--- config.mk ---
export PLATFORM = sky130hd
export DESIGN_NAME = lcd_frame_refresher
export DESIGN_NICKNAME = d
export VERILOG_FILES = /design/src/rtl/lcd_frame_refresher.sv
export SDC_FILE = /design/constraint.sdc
export NUM_CORES = 1
export LEC_CHECK = 0
export CAP_MARGIN = 20
export CORE_ASPECT_RATIO = 1.25
export CORE_MARGIN = 1.5
export CORE_UTILIZATION = 63
export DETAILED_ROUTE_END_ITERATION = 8
export PLACE_DENSITY_LB_ADDON = 0.05
export RECOVER_POWER = 25
export SLEW_MARGIN = 20
export SYNTH_ARGS = -nofsm -noshare
export SYNTH_HDL_FRONTEND = slang
export SYNTH_SLANG_ARGS = --single-unit
--- constraint.sdc ---
create_clock -name clk_i -period 2.7 [get_ports clk_i]
set_input_delay 0.54 -clock clk_i [delete_from_list [all_inputs] [get_ports clk_i]]
set_output_delay 0.54 -clock clk_i [all_outputs]
set_load 0.05 [all_outputs]
--- src/rtl/lcd_frame_refresher.sv ---
// lcd_frame_refresher: HD44780-style character writer backed by a LINES x CHARS frame buffer.
// Upstream logic writes single characters at any time; the engine redraws only dirty lines,
// round-robin, once the LCD initialiser reports init_done.
//
// Ports:
//   clk_i            system clock
//   reset_i          synchronous, active-high reset
//   init_done_i      initialiser finished; engine is held idle while low
//   wr_en_i          frame-buffer write strobe (one char per cycle)
//   wr_line_i        target line
//   wr_col_i         target column, 0 is leftmost
//   wr_char_i        character code
//   force_refresh_i  one-cycle pulse, marks every line dirty
//   lcd_rs_o         register select (0 command, 1 data)
//   lcd_rw_o         always 0 (write-only bus)
//   lcd_e_o          enable strobe
//   lcd_data_o       bus data
//   busy_o           high whenever the engine is not idle
//   frame_done_o     one-cycle pulse when the last dirty line has been written
module lcd_frame_refresher #(
  parameter int unsigned     LINES       = 4,
  parameter int unsigned     CHARS       = 20,
  parameter logic [0:3][6:0] LINE_STARTS = {7'h00, 7'h40, 7'h14, 7'h54},
  parameter int unsigned     SETUP_CYC   = 2,
  parameter int unsigned     E_CYC       = 25,
  parameter int unsigned     WAIT_CYC    = 2500,
  localparam int unsigned    LW          = (LINES > 1) ? $clog2(LINES) : 1,
  localparam int unsigned    CW          = (CHARS > 1) ? $clog2(CHARS) : 1
) (
  input  logic          clk_i,
  input  logic          reset_i,
  input  logic          init_done_i,
  input  logic          wr_en_i,
  input  logic [LW-1:0] wr_line_i,
  input  logic [CW-1:0] wr_col_i,
  input  logic [7:0]    wr_char_i,
  input  logic          force_refresh_i,
  output logic          lcd_rs_o,
  output logic          lcd_rw_o,
  output logic          lcd_e_o,
  output logic [7:0]    lcd_data_o,
  output logic          busy_o,
  output logic          frame_done_o
);

  localparam int unsigned MaxSE  = (SETUP_CYC > E_CYC) ? SETUP_CYC : E_CYC;
  localparam int unsigned MaxCyc = (MaxSE > WAIT_CYC) ? MaxSE : WAIT_CYC;
  localparam int unsigned TW     = $clog2(MaxCyc + 1);

  typedef enum logic [2:0] {StIdle, StSelect, StAddr, StChar, StNext} state_e;
  typedef enum logic [1:0] {PhSetup, PhStrobe, PhHold} phase_e;

  state_e        state_q;
  phase_e        phase_q;
  logic [TW-1:0] cnt_q;
  logic [LW-1:0] line_q, ptr_q, sel_line;
  logic [CW-1:0] col_q, col_next;
  logic [LINES-1:0] dirty_q, dirty_d;
  logic [7:0]    fb_q [LINES][CHARS];
  logic          lcd_rs_q, lcd_e_q, frame_done_q;
  logic [7:0]    lcd_data_q;
  logic          wr_valid, xfer_more;
  int unsigned   idx;

  // Out-of-range coordinates are dropped entirely (no store, no dirty mark).
  assign wr_valid = wr_en_i && (32'(wr_line_i) < LINES) && (32'(wr_col_i) < CHARS);

  always_ff @(posedge clk_i) begin
    if (reset_i) begin
      for (int unsigned l = 0; l < LINES; l++) begin
        for (int unsigned c = 0; c < CHARS; c++) begin
          fb_q[l][c] <= 8'h20;
        end
      end
    end else if (wr_valid) begin
      fb_q[wr_line_i][wr_col_i] <= wr_char_i;
    end
  end

  // Clear from SELECT is applied first so that a concurrent write or force re-sets the bit.
  always_comb begin
    dirty_d = dirty_q;
    if (state_q == StSelect) dirty_d[sel_line] = 1'b0;
    if (force_refresh_i)     dirty_d = '1;
    if (wr_valid)            dirty_d[wr_line_i] = 1'b1;
  end

  always_ff @(posedge clk_i) begin
    if (reset_i) dirty_q <= '1;
    else         dirty_q <= dirty_d;
  end

  // First dirty line at or after ptr_q with wrap; the smallest offset is assigned last and wins.
  always_comb begin
    sel_line = ptr_q;
    idx      = 0;
    for (int unsigned k = 0; k < LINES; k++) begin
      idx = 32'(ptr_q) + (LINES - 1 - k);
      if (idx >= LINES) idx = idx - LINES;
      if (dirty_q[LW'(idx)]) sel_line = LW'(idx);
    end
  end

  assign col_next  = (state_q == StAddr) ? '0 : col_q + CW'(1);
  assign xfer_more = (state_q == StAddr) || (32'(col_q) < CHARS - 1);

  always_ff @(posedge clk_i) begin
    if (reset_i) begin
      state_q      <= StIdle;
      phase_q      <= PhSetup;
      cnt_q        <= '0;
      line_q       <= '0;
      col_q        <= '0;
      ptr_q        <= '0;
      lcd_rs_q     <= 1'b0;
      lcd_e_q      <= 1'b0;
      lcd_data_q   <= 8'h00;
      frame_done_q <= 1'b0;
    end else begin
      frame_done_q <= 1'b0;
      unique case (state_q)
        StIdle: begin
          if (init_done_i && |dirty_q) state_q <= StSelect;
        end
        StSelect: begin
          line_q     <= sel_line;
          col_q      <= '0;
          state_q    <= StAddr;
          phase_q    <= PhSetup;
          cnt_q      <= '0;
          lcd_rs_q   <= 1'b0;
          lcd_data_q <= 8'h80 | {1'b0, LINE_STARTS[2'(sel_line)]};
        end
        StAddr, StChar: begin
          unique case (phase_q)
            PhSetup: begin
              if (cnt_q == TW'(SETUP_CYC - 1)) begin
                phase_q <= PhStrobe;
                cnt_q   <= '0;
                lcd_e_q <= 1'b1;
              end else begin
                cnt_q <= cnt_q + TW'(1);
              end
            end
            PhStrobe: begin
              if (cnt_q == TW'(E_CYC - 1)) begin
                phase_q <= PhHold;
                cnt_q   <= '0;
                lcd_e_q <= 1'b0;
              end else begin
                cnt_q <= cnt_q + TW'(1);
              end
            end
            PhHold: begin
              if (cnt_q == TW'(WAIT_CYC - 1)) begin
                cnt_q   <= '0;
                phase_q <= PhSetup;
                if (xfer_more) begin
                  // Character is sampled live from the buffer as its SETUP begins.
                  state_q    <= StChar;
                  col_q      <= col_next;
                  lcd_rs_q   <= 1'b1;
                  lcd_data_q <= fb_q[line_q][col_next];
                end else begin
                  state_q <= StNext;
                end
              end else begin
                cnt_q <= cnt_q + TW'(1);
              end
            end
            default: phase_q <= PhSetup;
          endcase
        end
        StNext: begin
          ptr_q <= (32'(line_q) == LINES - 1) ? '0 : line_q + LW'(1);
          // Dropping init_done lets the current line finish, then parks the engine.
          if (init_done_i && |dirty_q) begin
            state_q <= StSelect;
          end else begin
            state_q      <= StIdle;
            frame_done_q <= 1'b1;
          end
        end
        default: state_q <= StIdle;
      endcase
    end
  end

  assign lcd_rs_o     = lcd_rs_q;
  assign lcd_rw_o     = 1'b0;
  assign lcd_e_o      = lcd_e_q;
  assign lcd_data_o   = lcd_data_q;
  assign busy_o       = (state_q != StIdle);
  assign frame_done_o = frame_done_q;

endmodule

==> results.sh, run 1 <==
export IMPL_vdd_ir_drop_worst_uv=566.9
export IMPL_post_cts_buffers=0
export IMPL_die_w_um=205.0
export IMPL_viasPerCell=6.202
export IMPL_grt_pass1_vias=18880
export IMPL_synthFlopType="edfxtp_1"
export IMPL_drv_cap=0
export IMPL_cts_sinks=683
export IMPL_power_total_uw=23400
export IMPL_slew_violations=0
export IMPL_synth_simple_area_share_pct=17.95
export IMPL_cts_root_buf="clkbuf_16"
export IMPL_synthTopCellsByArea="edfxtp_1 60%, mux4_2 12%, and2_1 11%"
export IMPL_final_cell_mix="640 x edfxtp_1, 428 x and2_1, 171 x mux4_2"
export IMPL_syn_area_per_cell_um2=14.53
export IMPL_final_common_cell="edfxtp_1"
export IMPL_setup_slack_ns=0.1548
export IMPL_period_minus_slack_ns=2.545
export IMPL_wirelength_um=76430
export IMPL_track_usage_pct=30.06
export IMPL_slowest_delay_ns=0.49
export IMPL_crit_arrival_ns=3.09
export IMPL_clkTransAtPathRegs_ns=0.06
export IMPL_async_flop_share_pct=0
export IMPL_place_gp_congestion=0.8953
export IMPL_nFillCells=3327
export IMPL_synth_seq_cells=683
export IMPL_power_leakage_uw=0.01211
export IMPL_insertion_delay_ns=0.61
export IMPL_design_area_mm2=0.03611
export IMPL_htreeDepth=3
export IMPL_max_freq_mhz=392.9
export IMPL_fp_coreArea_mm2=0.05042
export IMPL_ys_warn_count=0
export IMPL_final_cells=3034
export IMPL_rsz0062_at_grt="false"
export IMPL_p_per_area_mw_per_mm2=647.9
export IMPL_critical_path_slowest_cell="nor4bb_1"
export IMPL_final_layout_size_suffix_gt1_share_pct=21.84
export IMPL_yosysUniqueCellTypes=72
export IMPL_required_ns=3.25
export IMPL_grt_pass1_wl_um=115700
export IMPL_drtIter0Drc=1793
export IMPL_synth_xor_area_share_pct=0.3271
export IMPL_setup_viol=0
export IMPL_drc_errors=0
export IMPL_setup_tns_ns=0
export IMPL_netlist_area_mm2=0.03213
export IMPL_endpoint_kind="flip-flop"
export IMPL_row_count=92
export IMPL_synthDominantCellAreaShare_pct=59.81
export IMPL_initial_core_util_pct=63.73
export IMPL_startpoint_type="flip-flop"
export IMPL_dp_cells=2916
export IMPL_yosys_area_top_type="edfxtp_1"
export IMPL_die_h_um=255.5
export IMPL_finClkSkew_ns=0.01198
export IMPL_hp_class="reg -> reg"
export IMPL_crit_chain="ha_1, nor4bb_1, a41oi_2, a211oi_2, nand3_1, a221oi_1, o2bb2ai_1"
export IMPL_slew_limit_headroom_pct=51.30
export IMPL_drt_first_pass_iters=7
export IMPL_dp_worst_setup_slack_ns=-0.6300
export IMPL_nets=2356
export IMPL_antenna_cells=0
export IMPL_min_period_over_period_pct=94.27
export IMPL_cts_tree="done"
export IMPL_synthCells=2211
export IMPL_status="completed"
export IMPL_synth_top_family_by_area="simple AND/OR/NAND/NOR gates"
export IMPL_pin_count=33
export IMPL_post_dp_hpwl_um=50950
export IMPL_vias=18820
export IMPL_synth_compound_area_share_pct=2.441
export IMPL_cts_buffers=68
export IMPL_placed_cell_area_mm2=0.03417
export IMPL_tightestPinTransition_ns=0.7306
export IMPL_antenna_found_initial=0
export IMPL_hold_buffers=0
export IMPL_grt_start_max_net_pins=81
export IMPL_timing_hold_violations_final=0
export IMPL_critical_path_class="reg -> reg"
export IMPL_synth_edf_count=640
export IMPL_syn_nets=2239
export IMPL_drt_antenna_violating_nets=0
export IMPL_overflow=0
export IMPL_area_growth_pct=12.39
export IMPL_routedWlPerCell_um=25.19
export IMPL_yosysSeqAreaShare_pct=62.49
export IMPL_crit_fanout=6
export IMPL_synth_mux_area_share_pct=14.10
export IMPL_port_buffers=31
export IMPL_synth_fa_ha_area_share_pct=0.3115
export IMPL_cts_buffer_depth=3
export IMPL_dieArea_mm2=0.05238
==> sequential cells by signal (all words and copies together) (netlist names), named ones only <==
signal	flops
col_q	5
lcd_data_o	8
phase_q	2
ptr_q	2
dirty_q	4
lcd_rs_o	1
lcd_e_o	1
line_q	2
frame_done_o	1
fb_q	640
state_q	3
cnt_q	12
==> timing repair <==
action,4_1_cts,5_1_grt
hold endpoints to repair,0,0
endpoints found under the setup margin,9,335
resized for setup,2,3
==> critical path, delay by kind of cell (launching register included) <==
kind	cells	cell delay (ns)
AO/OA/AOI/OAI	4	1.17
AND/OR/NAND/NOR	2	0.69
flip-flops	1	0.42
adder cells (fa/ha/maj)	1	0.21
==> final timing paths <==
kind | start | to | slack, ns | depth (start not counted)
worst max-delay path | cnt_q[0] | lcd_data_o[0] | 0.15 | 7
worst min-delay path | lcd_rs_o | lcd_rs_o | 0.49 | 2
worst max register to register | cnt_q[0] | lcd_data_o[0] | 0.15 | 7
worst min register to register | lcd_rs_o | lcd_rs_o | 0.49 | 2
==> cell usage after synthesis (4+ instances only) <==
library cell,count
nand2_1,73
dfxtp_1,43
buf_6,5
ha_1,8
mux2i_1,41
o2bb2ai_1,4
o21ai_0,11
mux2_2,24
xor2_1,5
o211ai_1,12
a211oi_1,5
a221o_1,5
buf_2,20
nor3b_1,6
buf_1,8
or3_1,84
nor2_1,113
a221oi_1,5
nand3_1,16
a211o_1,7
mux4_2,171
nor3_1,5
and2_1,567
clkbuf_1,108
inv_1,15
buf_4,9
edfxtp_1,640
nor2b_1,6
nand2b_1,5
a21oi_1,23
a31oi_1,8
nand4_1,5
xnor2_1,7
or2_2,83
and3_1,8
==> metrics by stage <==
stage / hold WS [ns] / util, %
after global routing: 0.5138 / 71.63
after CTS: 0.4886 / 71.96
final: 0.4943 / 71.63
after detailed placement: 0.4789 / 67.77
after global placement: 0.4618 / 67.77
after floorplan: 0.4541 / -
==> routing by layer <==
metal	global-route usage [%]	routed length, µm	vias up	part of all wire (%)
li1	-	-	8403	-
met3	4.405	5672	145	7.4
met1	40.53	29730	9517	39
met5	0	0	-	0
met4	12.27	2874	0	3.8
met2	49.47	38150	751	50
==> power breakdown <==
group / internal [µW] / leakage, µW / switching (µW)
clock: 5220 / 0.00104 / 3900
sequential: 12100 / 0.00647 / 205
combinational: 768 / 0.00460 / 1230
total: 18100 / 0.0121 / 5330
==> logic make-up after synthesis <==
kind of cell,Yosys count
DFF,683
muxes,236
AOI/OAI and AO/OA,110
other,1
xor gates and xnor gates,12
and+or+nand+nor,991
adders and majority gates,8
buffers and inverters,170
==> layout make-up <==
cell class,count,area (µm²),share of cell area [%]
Clock inverter,20,112.6,0.3118
Multi-Input combinational cell,1358,11320,31.35
Tap cell,658,823.3,2.280
Sequential cell,683,20090,55.62
Clock buffer,98,2001,5.540
Timing Repair Buffer,202,1712,4.739
Inverter,15,56.30,0.1559
Power figures use the tool's default switching activity.
==> run 2, diff against run 1 <==
- CORE_ASPECT_RATIO: 1.25 -> unset
- GPL_TIMING_DRIVEN: unset -> 1
- SKIP_LAST_GASP: unset -> 1
==> run 2 against run 1 <==
Against the previous run:
- clock skew rose by 0.0022 ns
- sequential cell count did not move
- setup slack got worse by 0.22 ns
- the flow now finishes with violations (setup timing)
- routed wire length rose by 1.6%
==> results.sh, run 2 (synthesis gave the netlist of run 1 again) <==
export IMPL_status="finished with violations"
export IMPL_violations="setup timing"
export IMPL_dieArea_mm2=0.05237
export IMPL_antenna_cells=0
export IMPL_final_cell_mix="640 x edfxtp_1, 449 x and2_1, 171 x mux4_2"
export IMPL_slew_violations=0
export IMPL_drv_cap=0
export IMPL_setup_viol=2
export IMPL_rsz0062_at_grt="true"
export IMPL_fp_coreArea_mm2=0.05027
export IMPL_drt_first_pass_iters=5
export IMPL_antenna_found_initial=0
export IMPL_die_w_um=228.8
export IMPL_pin_count=33
export IMPL_cts_buffers=72
export IMPL_grt_start_max_net_pins=81
export IMPL_required_ns=3.23
export IMPL_hp_class="reg -> reg"
export IMPL_port_buffers=31
export IMPL_cts_root_buf="clkbuf_16"
export IMPL_post_cts_buffers=0
export IMPL_place_gp_congestion=0.9178
export IMPL_path_delay_family="compound AO/OA/AOI/OAI gates"
export IMPL_insertion_delay_ns=0.61
export IMPL_dp_worst_setup_slack_ns=-0.3191
export IMPL_p_per_area_mw_per_mm2=666.2
export IMPL_final_layout_size_suffix_gt1_share_pct=22.12
export IMPL_track_usage_pct=30.52
export IMPL_grt_pass1_vias=19470
export IMPL_largest_reg_flops=640
export IMPL_hold_buffers=0
export IMPL_critical_path_class="reg -> reg"
export IMPL_max_freq_mhz=361.9
export IMPL_setup_slack_ns=-0.06351
export IMPL_finClkSkew_ns=0.01415
export IMPL_post_dp_hpwl_um=50470
export IMPL_multiInputGateArea_mm2=0.01131
export IMPL_vdd_ir_drop_worst_uv=509.3
export IMPL_cts_tree="done"
export IMPL_tightestPinTransition_ns=0.7482
export IMPL_slowest_delay_ns=0.59
export IMPL_drt_antenna_violating_nets=0
export IMPL_nFillCells=3260
export IMPL_holdWs_ns=0.4736
export IMPL_routedWlPerCell_um=25.35
export IMPL_die_h_um=228.8
export IMPL_slew_limit_headroom_pct=50.12
export IMPL_nets=2364
export IMPL_register_area_mm2=0.02009
export IMPL_period_minus_slack_ns=2.764
export IMPL_setup_tns_ns=-0.1215
export IMPL_row_count=82
export IMPL_cts_buffer_depth=3
export IMPL_cp_num_buf_inv=0
export IMPL_viasPerCell=6.234
export IMPL_clkTransAtPathRegs_ns=0.06
export IMPL_power_leakage_uw=0.01226
export IMPL_area_growth_pct=13.36
export IMPL_wirelength_um=77660
export IMPL_vias=19100
export IMPL_drtIter0Drc=2119
export IMPL_endpoint_kind="flip-flop"
export IMPL_min_period_over_period_pct=102.4
export IMPL_grt_pass1_wl_um=117900
export IMPL_crit_fanout=6
export IMPL_timing_hold_violations_final=0
export IMPL_htreeDepth=3
export IMPL_cts_sinks=683
export IMPL_crit_arrival_ns=3.30
export IMPL_critical_path_slowest_cell="a221oi_1"
export IMPL_final_common_cell="edfxtp_1"
export IMPL_startpoint_type="flip-flop"
export IMPL_drc_errors=0
export IMPL_overflow=0
export IMPL_initial_core_util_pct=63.91
export IMPL_crit_chain="ha_1, nor4bb_1, a41oi_1, a211oi_2, nand3_1, a221oi_1, o2bb2ai_1"
export IMPL_regMostFlops="fb_q"
==> run 2: worst register-to-register path: cells and delay by family, from the launching register on <==
family	cells	cell delay, ns
flops	1	0.42
fa+ha+maj	1	0.21
compound gates	4	1.38
simple gates	2	0.67
==> run 2: area by class of cell <==
class | count | share of cell area, %
repair buffers | 206 | 4.826
multi-input cells | 1358 | 31.06
clock buffers | 82 | 5.225
clock inverters | 48 | 1.285
well taps | 672 | 2.308
flip-flops and latches | 683 | 55.15
inverters | 15 | 0.1546
==> run 2: final timing paths <==
kind / startpoint / endpoint / slack, ns / depth (start not counted)
hold reg to reg: line_q[1] / flip-flop / 0.47 / 2
hold / removal: line_q[1] / flip-flop / 0.47 / 2
setup reg to reg: cnt_q[0] / lcd_data_o[3] / -0.06 / 7
setup / recovery: cnt_q[0] / lcd_data_o[3] / -0.06 / 7
==> run 2: report_power, final <==
| part | internal, µW | total, µW | switching (µW) |
|---|---|---|---|
| registers | 12100 | 12300 | 205 |
| logic | 744 | 1960 | 1210 |
| clock network | 5920 | 10000 | 4110 |
==> run 2: repair_timing <==
| item | CTS | global route |
|---|---|---|
| cloned | 0 | 0 |
| gates resized for setup | 1 | 1 |
| setup endpoints to repair | 1 | 3 |
| hold endpoints to repair | 0 | 0 |
==> run 2: per-stage QoR <==
step           instance area (µm²)  std cells  power, µW  util (%)
2_1_floorplan                32130       2211      13610         -
3_3_place_gp                 34230       2934      14380     68.08
3_5_place_dp                 34230       2934      14440     68.08
4_1_cts                      36600       3064      24330     72.80
5_1_grt                      36420       3064      24850     72.45
6_report                     36420       3064      24270     72.45
==> run 2: layer usage <==
layer / global-route usage (%) / part of all wire, % / wire (µm)
met5: 0 / 0 / 0
met4: 8.368 / 2.7 / 2086
met3: 4.778 / 8.2 / 6407
met2: 49.79 / 48 / 37520
met1: 43.41 / 41 / 31650
